[src/rtl/weyl_bitstream_serializer.sv]
// Serializes one BITSTREAM-bit Weyl word into LANES-bit beats, LSB first, with valid/ready on both sides.
// Optional popcount/quota check is compiled in with `define WEYL_SER_POPCNT_EN.
module weyl_bitstream_serializer #(
  parameter int BITSTREAM = 64,
  parameter int LANES     = 1
) (
  input  logic                         clk,
  input  logic                         rst,
  input  logic                         in_valid,
  output logic                         in_ready,
  input  logic [BITSTREAM-1:0]         in_stream,
  input  logic [$clog2(BITSTREAM)-1:0] in_quota,
  output logic                         out_valid,
  input  logic                         out_ready,
  output logic [LANES-1:0]             out_bits,
  output logic                         out_first,
  output logic                         out_last,
  output logic                         busy
`ifdef WEYL_SER_POPCNT_EN
  ,
  output logic [$clog2(BITSTREAM):0]   ones_cnt,
  output logic                         quota_err
`endif
);

  // state | meaning
  // IDLE  | no word held, ready for a new word
  // SEND  | word held, beat_q selects the beat on out_bits
  typedef enum logic {IDLE, SEND} state_t;

  localparam int BEATS = BITSTREAM / LANES;
  localparam int BCW   = (BEATS > 1) ? $clog2(BEATS) : 1;
  localparam int QW    = $clog2(BITSTREAM);
  localparam logic [BCW-1:0] LAST_BEAT = BCW'(BEATS - 1);

  state_t               state_q, state_d;
  logic [BITSTREAM-1:0] word_q;
  logic [BCW-1:0]       beat_q;
  logic [LANES-1:0]     beat_bits;
  logic                 at_last, fire_out, load;

  assign beat_bits = word_q[beat_q*LANES +: LANES];
  assign at_last   = (beat_q == LAST_BEAT);
  assign out_valid = (state_q == SEND);
  assign busy      = out_valid;
  // Idle outputs are forced low so the beat counter parked at the last beat is not visible.
  assign out_bits  = out_valid ? beat_bits : '0;
  assign out_first = out_valid & (beat_q == '0);
  assign out_last  = out_valid & at_last;
  assign fire_out  = out_valid & out_ready;
  assign in_ready  = (state_q == IDLE) | (fire_out & at_last);
  assign load      = in_valid & in_ready;

  always_comb begin
    state_d = state_q;
    case (state_q)
      IDLE: if (load) state_d = SEND;
      SEND: if (fire_out && at_last) state_d = in_valid ? SEND : IDLE;
      default: state_d = IDLE;
    endcase
  end

  always_ff @(posedge clk) begin
    if (rst) begin
      state_q <= IDLE;
      word_q  <= '0;
      beat_q  <= '0;
    end else begin
      state_q <= state_d;
      if (load) begin
        word_q <= in_stream;
        beat_q <= '0;
      end else if (fire_out && !at_last) begin
        beat_q <= beat_q + 1'b1;
      end
    end
  end

`ifdef WEYL_SER_POPCNT_EN
  logic [QW-1:0] quota_q;
  logic [QW:0]   ones_q, beat_pop, ones_total;
  logic          quota_err_q;

  always_comb begin
    beat_pop = '0;
    for (int j = 0; j < LANES; j++) beat_pop = beat_pop + (QW+1)'(beat_bits[j]);
  end

  assign ones_total = ones_q + beat_pop;
  assign ones_cnt   = ones_q;
  assign quota_err  = quota_err_q;

  always_ff @(posedge clk) begin
    if (rst) begin
      quota_q     <= '0;
      ones_q      <= '0;
      quota_err_q <= 1'b0;
    end else begin
      quota_err_q <= fire_out & at_last & (ones_total != {1'b0, quota_q});
      if (load) begin
        quota_q <= in_quota;
        ones_q  <= '0;
      end else if (fire_out) begin
        ones_q <= ones_total;
      end
    end
  end
`else
  logic unused_quota;
  assign unused_quota = ^in_quota;
`endif

endmodule

[config.mk]
export PLATFORM = sky130hd
export DESIGN_NAME = weyl_bitstream_serializer
export DESIGN_NICKNAME = d
export VERILOG_FILES = /design/src/rtl/weyl_bitstream_serializer.sv
export SDC_FILE = /design/constraint.sdc
export NUM_CORES = 1
export LEC_CHECK = 0
export BUFFER_PORTS_ARGS = -buffer_cell sky130_fd_sc_hd__buf_2
export CORE_ASPECT_RATIO = 0.9
export CORE_MARGIN = 10
export CORE_UTILIZATION = 31
export DETAILED_ROUTE_END_ITERATION = 10
export RECOVER_POWER = 50
export SYNTH_ARGS = -nofsm -noshare
export SYNTH_HDL_FRONTEND = slang
export SYNTH_SLANG_ARGS = --single-unit
[constraint.sdc]
create_clock -name clk -period 6 [get_ports clk]
set_input_delay 0.9 -clock clk [delete_from_list [all_inputs] [get_ports clk]]
set_output_delay 0.9 -clock clk [all_outputs]
set_load 0.03 [all_outputs]
# After elaboration in Yosys (flattened, before gate mapping)
# Cells that the tools add are included.
# classes
n_bitwise	7
reduce_logical	5
eq_ne	1
n_mux	5
n_addsub	1
shift	1
# ops
cell	count
variable part select 64 x 7 -> 1 bit	1
adder 6 x 1 -> 6 bit (second input constant)	1
equality test 6 bit (second input constant)	1
zero test 6 bit	1
AND 1 bit	5
two-way mux 1 bit	4
logical AND 1 bit	2
case mux 1 bit (2 select lines)	1
OR reduction 2 bit	1
zero test 1 bit	1
inverter 1 bit	1
OR 1 bit	1
# totals
output_inout_bits	6
wordCells	23
ff_bits	71
inputBits	74

# Depth between registers and ports, before layout
# Gate-level depths: netlist (run 1).
# depth
depth_word	6
depth_mapped	8
mapped_depth_nobuf	6

# Worst setup path after synthesis (run 1)
# OpenSTA, ideal clock, no wires.
# synth_timing
path_kind	register to output
startpoint	register beat_q[0]
endpoint	output port out_bits
path_slack_ns	3.163
required_ns	5.100
path_stages_with_launch	8
arrival_time_ns	1.937
path_buffers	2
cell_sequence	dfxtp_1 > buf_6 > buf_12 > mux2i_1 > a221oi_2 > o21bai_1 > a211o_1 > a31oi_1
# synth_between
elab_chain_len	2
# synth_lines
item	line	source
start: declaration	38	logic [BCW-1:0] beat_q;
start signal: assignment	74	beat_q <= beat_q + 1'b1;
variable part select 64 x 7 -> 1 bit	42	assign beat_bits = word_q[beat_q*LANES +: LANES];
two-way mux 1 bit	47	assign out_bits = out_valid ? beat_bits : '0;
end: declaration	15	output logic [LANES-1:0] out_bits,
# Every way passes these cells.

# Worst setup path in the final report (run 1)
# layout_timing
startpoint	register beat_q[1]
endpoint	register word_q[61]
# layout_between
elab_chain_len	4
# layout_lines
item	line	source
equality test 6 bit	43	assign at_last = (beat_q == LAST_BEAT);
AND 1 bit	51	assign in_ready = (state_q == IDLE) | (fire_out & at_last);
OR 1 bit	51	
AND 1 bit	52	assign load = in_valid & in_ready;
end signal: assignment	71	word_q <= in_stream;
end: declaration	37	logic [BITSTREAM-1:0] word_q;
# Every way passes these cells.
# A chain may end at the register's enable or synchronous reset.

==> metrics.md, run 1 <==
| Metric | Value |
|---|---|
| Area Growth Syn to Fin | `21.0%` |
| DP Area | `0.00356 sq mm` |
| Starting Density | `31.6%` |
| DP Cell Count | `554` |
| H-tree depth | `3` |
| Max VDD drop | `135 uV` |
| Filler cells | `1067` |
| Post-Route WL | `8120 um` |
| P_leak | `0.00150 uW` |
| Final core utilization | `38.2%` |
| Worst hold start | `word_q[27]` |
| Net Count, Synth | `455` |
| Final worst path period share | `66.1%` |
| Synthesized area | `0.00321 sq mm` |
| Worst-Skew Late Latency | `320 ps` |
| Commonest cells after routing, fill and taps aside | `nand2_1 (133), dfxtp_1 (71), buf_2 (69)` |
| Cts bufs inserted | `9` |
| IO Count | `80` |
| Nets | `512` |
| CTS tree | `yes` |
| Register area share after synthesis | `44.3%` |
| Setup WS pre-CTS | `2470 ps` |
| Yosys reg bits | `71` |
| Core ar. | `0.0102 sq mm` |
| Netlist cell types | `38` |
| Post-DRT Antenna Nets | `0` |
| CTS root buf | `clkbuf_16` |
| Layout cells sized above 1 | `23.1%` |
| Setup TNS | `0 ps` |
| Syn. warnings | `0` |
| Sequential standard cell area | `0.00142 sq mm` |
| Max-cap viol count | `1` |
| Origin of the critical flop-to-flop path | `beat_q[1]` |
| Wire per inst | `14.2 um` |
| Rows | `35` |
| Fin crit period | `3960 ps` |
| Die H | `117 um` |
| # DRC | `0` |
| Avg Cell Area, Syn | `8.47 sq um` |
| Gpl congestion | `0.738` |
| Worst Path Max Fanout | `64` |
| Skew final | `4.74 ps` |
| Hold Buf Count CTS | `0` |
| Tightest Pin Transition | `2040 ps` |
| Crit path DAT | `4140 ps` |
| Total grt overflow | `0` |
| Failing checks | `max-capacitance violations, max-slew violations` |
| Die Area | `0.0148 sq mm` |
| Area of the multi-input gates | `0.00156 sq mm` |
| R2R setup slack | `2040 ps` |
| Worst Setup SP | `beat_q[1]` |
| Commonest non-fill, non-tap cell in the layout | `nand2_1` |
| CP endpoint kind | `register` |
| Final Non-Filler Cells | `570` |
| Slew Viols, Final | `65` |
| Async set or reset register ratio after synthesis | `0%` |
| CP Data Required Time | `6170 ps` |
| Slew HR | `-36.4%` |
| Number of enable flip-flop cells after synthesis | `0` |
| Worst min path class | `reg2reg` |
| Worst-case clock buffer depth | `2` |
| Hold Fails Final Rpt | `0` |
| RSZ-0062 raised after global routing | `false` |
| All-Layer GR Usage | `10.7%` |
| Clock transition at the registers of the reported paths | `60 ps` |
| Critical path type | `reg2reg` |
| Final setup vio count | `0` |
| Power Density | `310 mW/mm^2` |
| Die span in x | `127 um` |
| ANT cells | `0` |
| Hpwl dp | `5520 um` |
| Vias | `2691` |
| F_max | `252 MHz` |
| CTS-repair resized insts | `0` |
| First-pass GRT wire length | `13100 um` |
| Most common flop cell mapped by yosys | `dfxtp_1` |
| Initial antenna violation count | `0` |
| Vias/cell | `4.72` |
| Post-Syn Instances | `379` |
| DRT Pass-1 Iters | `4` |
| Largest net degree at the start of global routing | `72` |
| # clock sinks | `71` |
| Design area | `0.00388 sq mm` |
| Post-CTS Setup Bufs | `0` |
| First DRT Iteration DRCs | `108` |
| Input/output buffers | `73` |
| Final WS setup | `2040 ps` |
| Vias in the first global route | `2753` |
| Crit path launch type | `register` |
| Status | `finished, violations left` |
[layer usage]
layer,track usage [%],vias up,wire length [um]
met5,0,-,0
met2,16.6,56,3600
met4,3.34,0,61
met3,3.90,5,438
met1,13.6,1235,4020
li1,-,1395,-
[synthesized netlist by cell type (all sizes together) (3+ instances only)]
library cell	n	area, sq um
nor2	5	18.8
buf	15	144
nor4	4	25.0
clkbuf	15	56.3
nor3	10	50.1
dfxtp	71	1420
nand2	133	499
a21oi	66	330
nand3	3	15.0
mux2	3	33.8
inv	7	26.3
nor2b	4	25.0
mux4	12	285
xnor2	4	35.0
mux2i	5	50.1
[where the power goes]
group / switching (uW) / internal (uW) / total, uW
Combinational: 61.9 / 48.1 / 110
Sequential: 14.5 / 497 / 511
Clock: 197 / 386 / 582
Total: 273 / 931 / 1200
[kinds of logic after synthesis]
kind of cell,count (synthesis),synth area share (%)
and+or+nand+nor,163,20.5
AOI/OAI and AO/OA,81,14.5
DFF,71,44.3
buffers and inverters,37,7.05
muxes,20,11.5
xor gates and xnor gates,5,1.36
adders and majority gates,2,0.779
[metrics by stage]
stage	power (uW)	hold slack [ps]
2_1_floorplan	599	432
3_3_place_gp	630	440
3_5_place_dp	634	444
4_1_cts	1220	454
5_1_grt	1250	467
6_report	1200	452
[sequential cells by signal, summed over array words and instances (netlist names)]
| name | cells |
|---|---|
| beat_q | 6 |
| word_q | 64 |
| busy | 1 |
[critical path: stages (launching register included)]
cell	delay (ps)
dfxtp_1	960
ha_1	310
nand3_1	160
o31ai_1	550
nand2_1	1280
nand2_1	400
a21oi_1	110
[layout make-up]
| class | instances | area share [%] |
|---|---|---|
| clock buffers | 11 | 6.51 |
| clock inverters | 5 | 2.06 |
| inverters | 7 | 0.677 |
| multi-input cells | 271 | 40.1 |
| flip-flops and latches | 71 | 36.6 |
| well taps | 129 | 4.16 |
| repair buffers | 76 | 9.86 |
[path summary, 6_finish.rpt]
| path | to | cells past startpoint |
|---|---|---|
| setup / recovery | word_q[61] | 6 |
| hold / removal | word_q[27] | 2 |
| setup reg to reg | word_q[61] | 6 |
| hold reg to reg | word_q[27] | 2 |
(Power assumes the default switching activity.)
==> run 2: changes to the inputs <==
- clock period: 6 -> 3.5 ns (I/O delays scaled with it)
==> metrics.md, run 2 (synthesized netlist as in run 1, its figures left out) <==
| Metric | Value |
|---|---|
| Status | `finished, final reports clean` |
| CP endpoint kind | `output pin` |
| Clock transition at the registers of the reported paths | `60 ps (about the same)` |
| # DRC | `0 (unchanged)` |
| CTS tree | `yes` |
| Final setup vio count | `0 (unchanged)` |
| IO Count | `80 (unchanged)` |
| Largest net degree at the start of global routing | `71 (-1.4%)` |
| Power Density | `504 mW/mm^2 (+63%)` |
| Wire per inst | `13.9 um (-2.6%)` |
| CTS-repair resized insts | `0 (unchanged)` |
| Layout cells sized above 1 | `23.8% (+0.69 points)` |
| H-tree depth | `3 (unchanged)` |
| Die H | `117 um (unchanged)` |
| # clock sinks | `71 (unchanged)` |
| NetSw | `459 uW (+68%)` |
| Die span in x | `127 um (unchanged)` |
| Switching portion of total power | `23.4% (+0.69 points)` |
| Nets | `516 (+0.78%)` |
| Hold Buf Count CTS | `0 (unchanged)` |
| Fin crit period | `3140 ps` |
| Rows | `35 (unchanged)` |
| Die Area | `0.0148 sq mm (unchanged)` |
| Biggest register | `word_q` |
| DP Cell Count | `558 (+0.72%)` |
| Tightest Pin Transition | `876 ps (-1170 ps)` |
| First DRT Iteration DRCs | `121 (+12%)` |
| P_leak | `0.00151 uW (+0.62%)` |
| Slew Viols, Final | `0 (-100%)` |
| Vias in the first global route | `2744 (-0.33%)` |
| Vias | `2733 (+1.6%)` |
| Crit path max-delay family | `flip-flops` |
| RSZ-0062 raised after global routing | `false` |
| Worst min path class | `in2reg` |
| Logic pwr share | `10.0% (+0.9 points)` |
| DRT Pass-1 Iters | `4 (unchanged)` |
| Crit-path cells | `buf_4, ha_1, nand3_1, o31ai_1, buf_2` |
| Starting Density | `31.6% (unchanged)` |
| Vias/cell | `4.76 (+0.85%)` |
| Input/output buffers | `73 (unchanged)` |
| Worst Setup EP | `in_ready` |
| Max VDD drop | `264 uV (+95%)` |
| Clock Power Share | `45.5% (-2.9 points)` |
| Setup TNS | `0 ps (unchanged)` |
| Cts bufs inserted | `9 (unchanged)` |
| Commonest non-fill, non-tap cell in the layout | `nand2_1` |
| Post-CTS Setup Bufs | `0 (unchanged)` |
| Slew HR | `41.6% (+78 points)` |
| DP Area | `0.00361 sq mm (+1.2%)` |
| Worst-case clock buffer depth | `2 (unchanged)` |
| P_int | `1500 uW (+62%)` |
| Share of power burned in registers | `44.5% (+2.0 points)` |
| Final core utilization | `38.3% (+0.099 points)` |
| Design area | `0.00389 sq mm (+0.26%)` |
| Worst Path Max Fanout | `12 (-81%)` |
| Area Growth Syn to Fin | `21.3%` |
| Post-Route WL | `7960 um (-1.9%)` |
| Final worst path period share | `89.6%` |
| R2R Path End | `word_q[59]` |
| CP Data Required Time | `2970 ps (-3200 ps)` |
| R2R setup slack | `610 ps (-1430 ps)` |
| All-Layer GR Usage | `10.8% (+0.11 points)` |
| Post-DRT Antenna Nets | `0 (unchanged)` |
| Crit-path slowest cell | `dfxtp_1` |
| Worst path depth | `5 (-1)` |
| Critical path type | `reg2out` |
| Total grt overflow | `0 (unchanged)` |
| Hold Fails Final Rpt | `0 (unchanged)` |
| Worst-Skew Late Latency | `320 ps (about the same)` |
| Crit path DAT | `2610 ps (-1530 ps)` |
| CTS root buf | `clkbuf_16` |
| F_max | `319 MHz` |
| First-pass GRT wire length | `13200 um (+0.73%)` |
| Min-Delay Path Depth | `3 (+1)` |
| Gpl congestion | `0.770 (+4.4%)` |
| Commonest cells after routing, fill and taps aside | `nand2_1 (132), dfxtp_1 (71), buf_2 (69)` |
| Initial antenna violation count | `0 (unchanged)` |
| Skew final | `5.04 ps (+0.302 ps)` |
| Worst Setup SP | `beat_q[1]` |
| Max reg flops | `64 (unchanged)` |
| Crit path launch type | `register` |
| Buffers plus inverters on the worst setup path | `2 (+2)` |
| Max incr delay on CP | `710 ps (-570 ps)` |
| Final Non-Filler Cells | `574 (+0.70%)` |
| Origin of the critical flop-to-flop path | `beat_q[1]` |
| Max-cap viol count | `0 (-1)` |
| Core ar. | `0.0102 sq mm (unchanged)` |
| R2R depth | `8 (+2)` |
| ANT cells | `0 (unchanged)` |
| Hpwl dp | `5770 um (+4.5%)` |
run 2: cell types whose count changed in the layout (fill, tap and decap cells not counted), sizes merged:
cell | previous run | this run
bufinv | 2 | 1
clkinv | 1 | 3
clkbuf | 15 | 14
buf | 72 | 76
run 2: worst min-delay path by stage:
stage / from / to
after floorplan: word_q[21] / word_q[21]
after global placement: word_q[30] / word_q[30]
after detailed placement: word_q[45] / word_q[45]
after CTS: in_stream[29] / word_q[29]
after global routing: in_stream[46] / word_q[46]
final: in_stream[29] / word_q[29]
run 2: cell type report:
| class | instances | area [sq um] |
|---|---|---|
| multi-input combinational | 271 | 1560 |
| fill | 1113 | 6270 |
| timing repair buffer | 80 | 425 |
| sequential | 71 | 1420 |
| clock buffer | 10 | 239 |
| clock inverter | 6 | 60.1 |
| tap | 129 | 161 |
| inverter | 7 | 26.3 |
run 2: per-stage QoR:
step	worst slack, ps	hold slack, ps	total power [uW]
finish	363	437	1960
global placement	706	439	1090
floorplan	1040	432	1030
CTS	346	427	1990
global route	122	432	2050
detailed placement	695	444	1090
run 2: worst register-to-register path, stage by stage, from the launching register on:
cell and delay, ps:
dfxtp_1 710, buf_4 300, ha_1 190, nand3_1 160
o31ai_1 620, and2_0 280, buf_12 290, nand2_1 130
a21oi_1 140
run 2: routing by layer:
layer	vias up	global-route usage [%]	routed length [um]
met1	1257	13.6	3880
met5	-	0	0
met3	4	4.04	480
li1	1409	-	-
met2	63	16.8	3540
met4	0	3.41	55
run 2: power by group through the flow:
stage          registers [uW]  clock network, uW  logic (uW)
6_report                  873                894         197
3_5_place_dp              891                  0         201
5_1_grt                   878                949         224
3_3_place_gp              889                  0         197
4_1_cts                   873                921         201
2_1_floorplan             886                  0         141
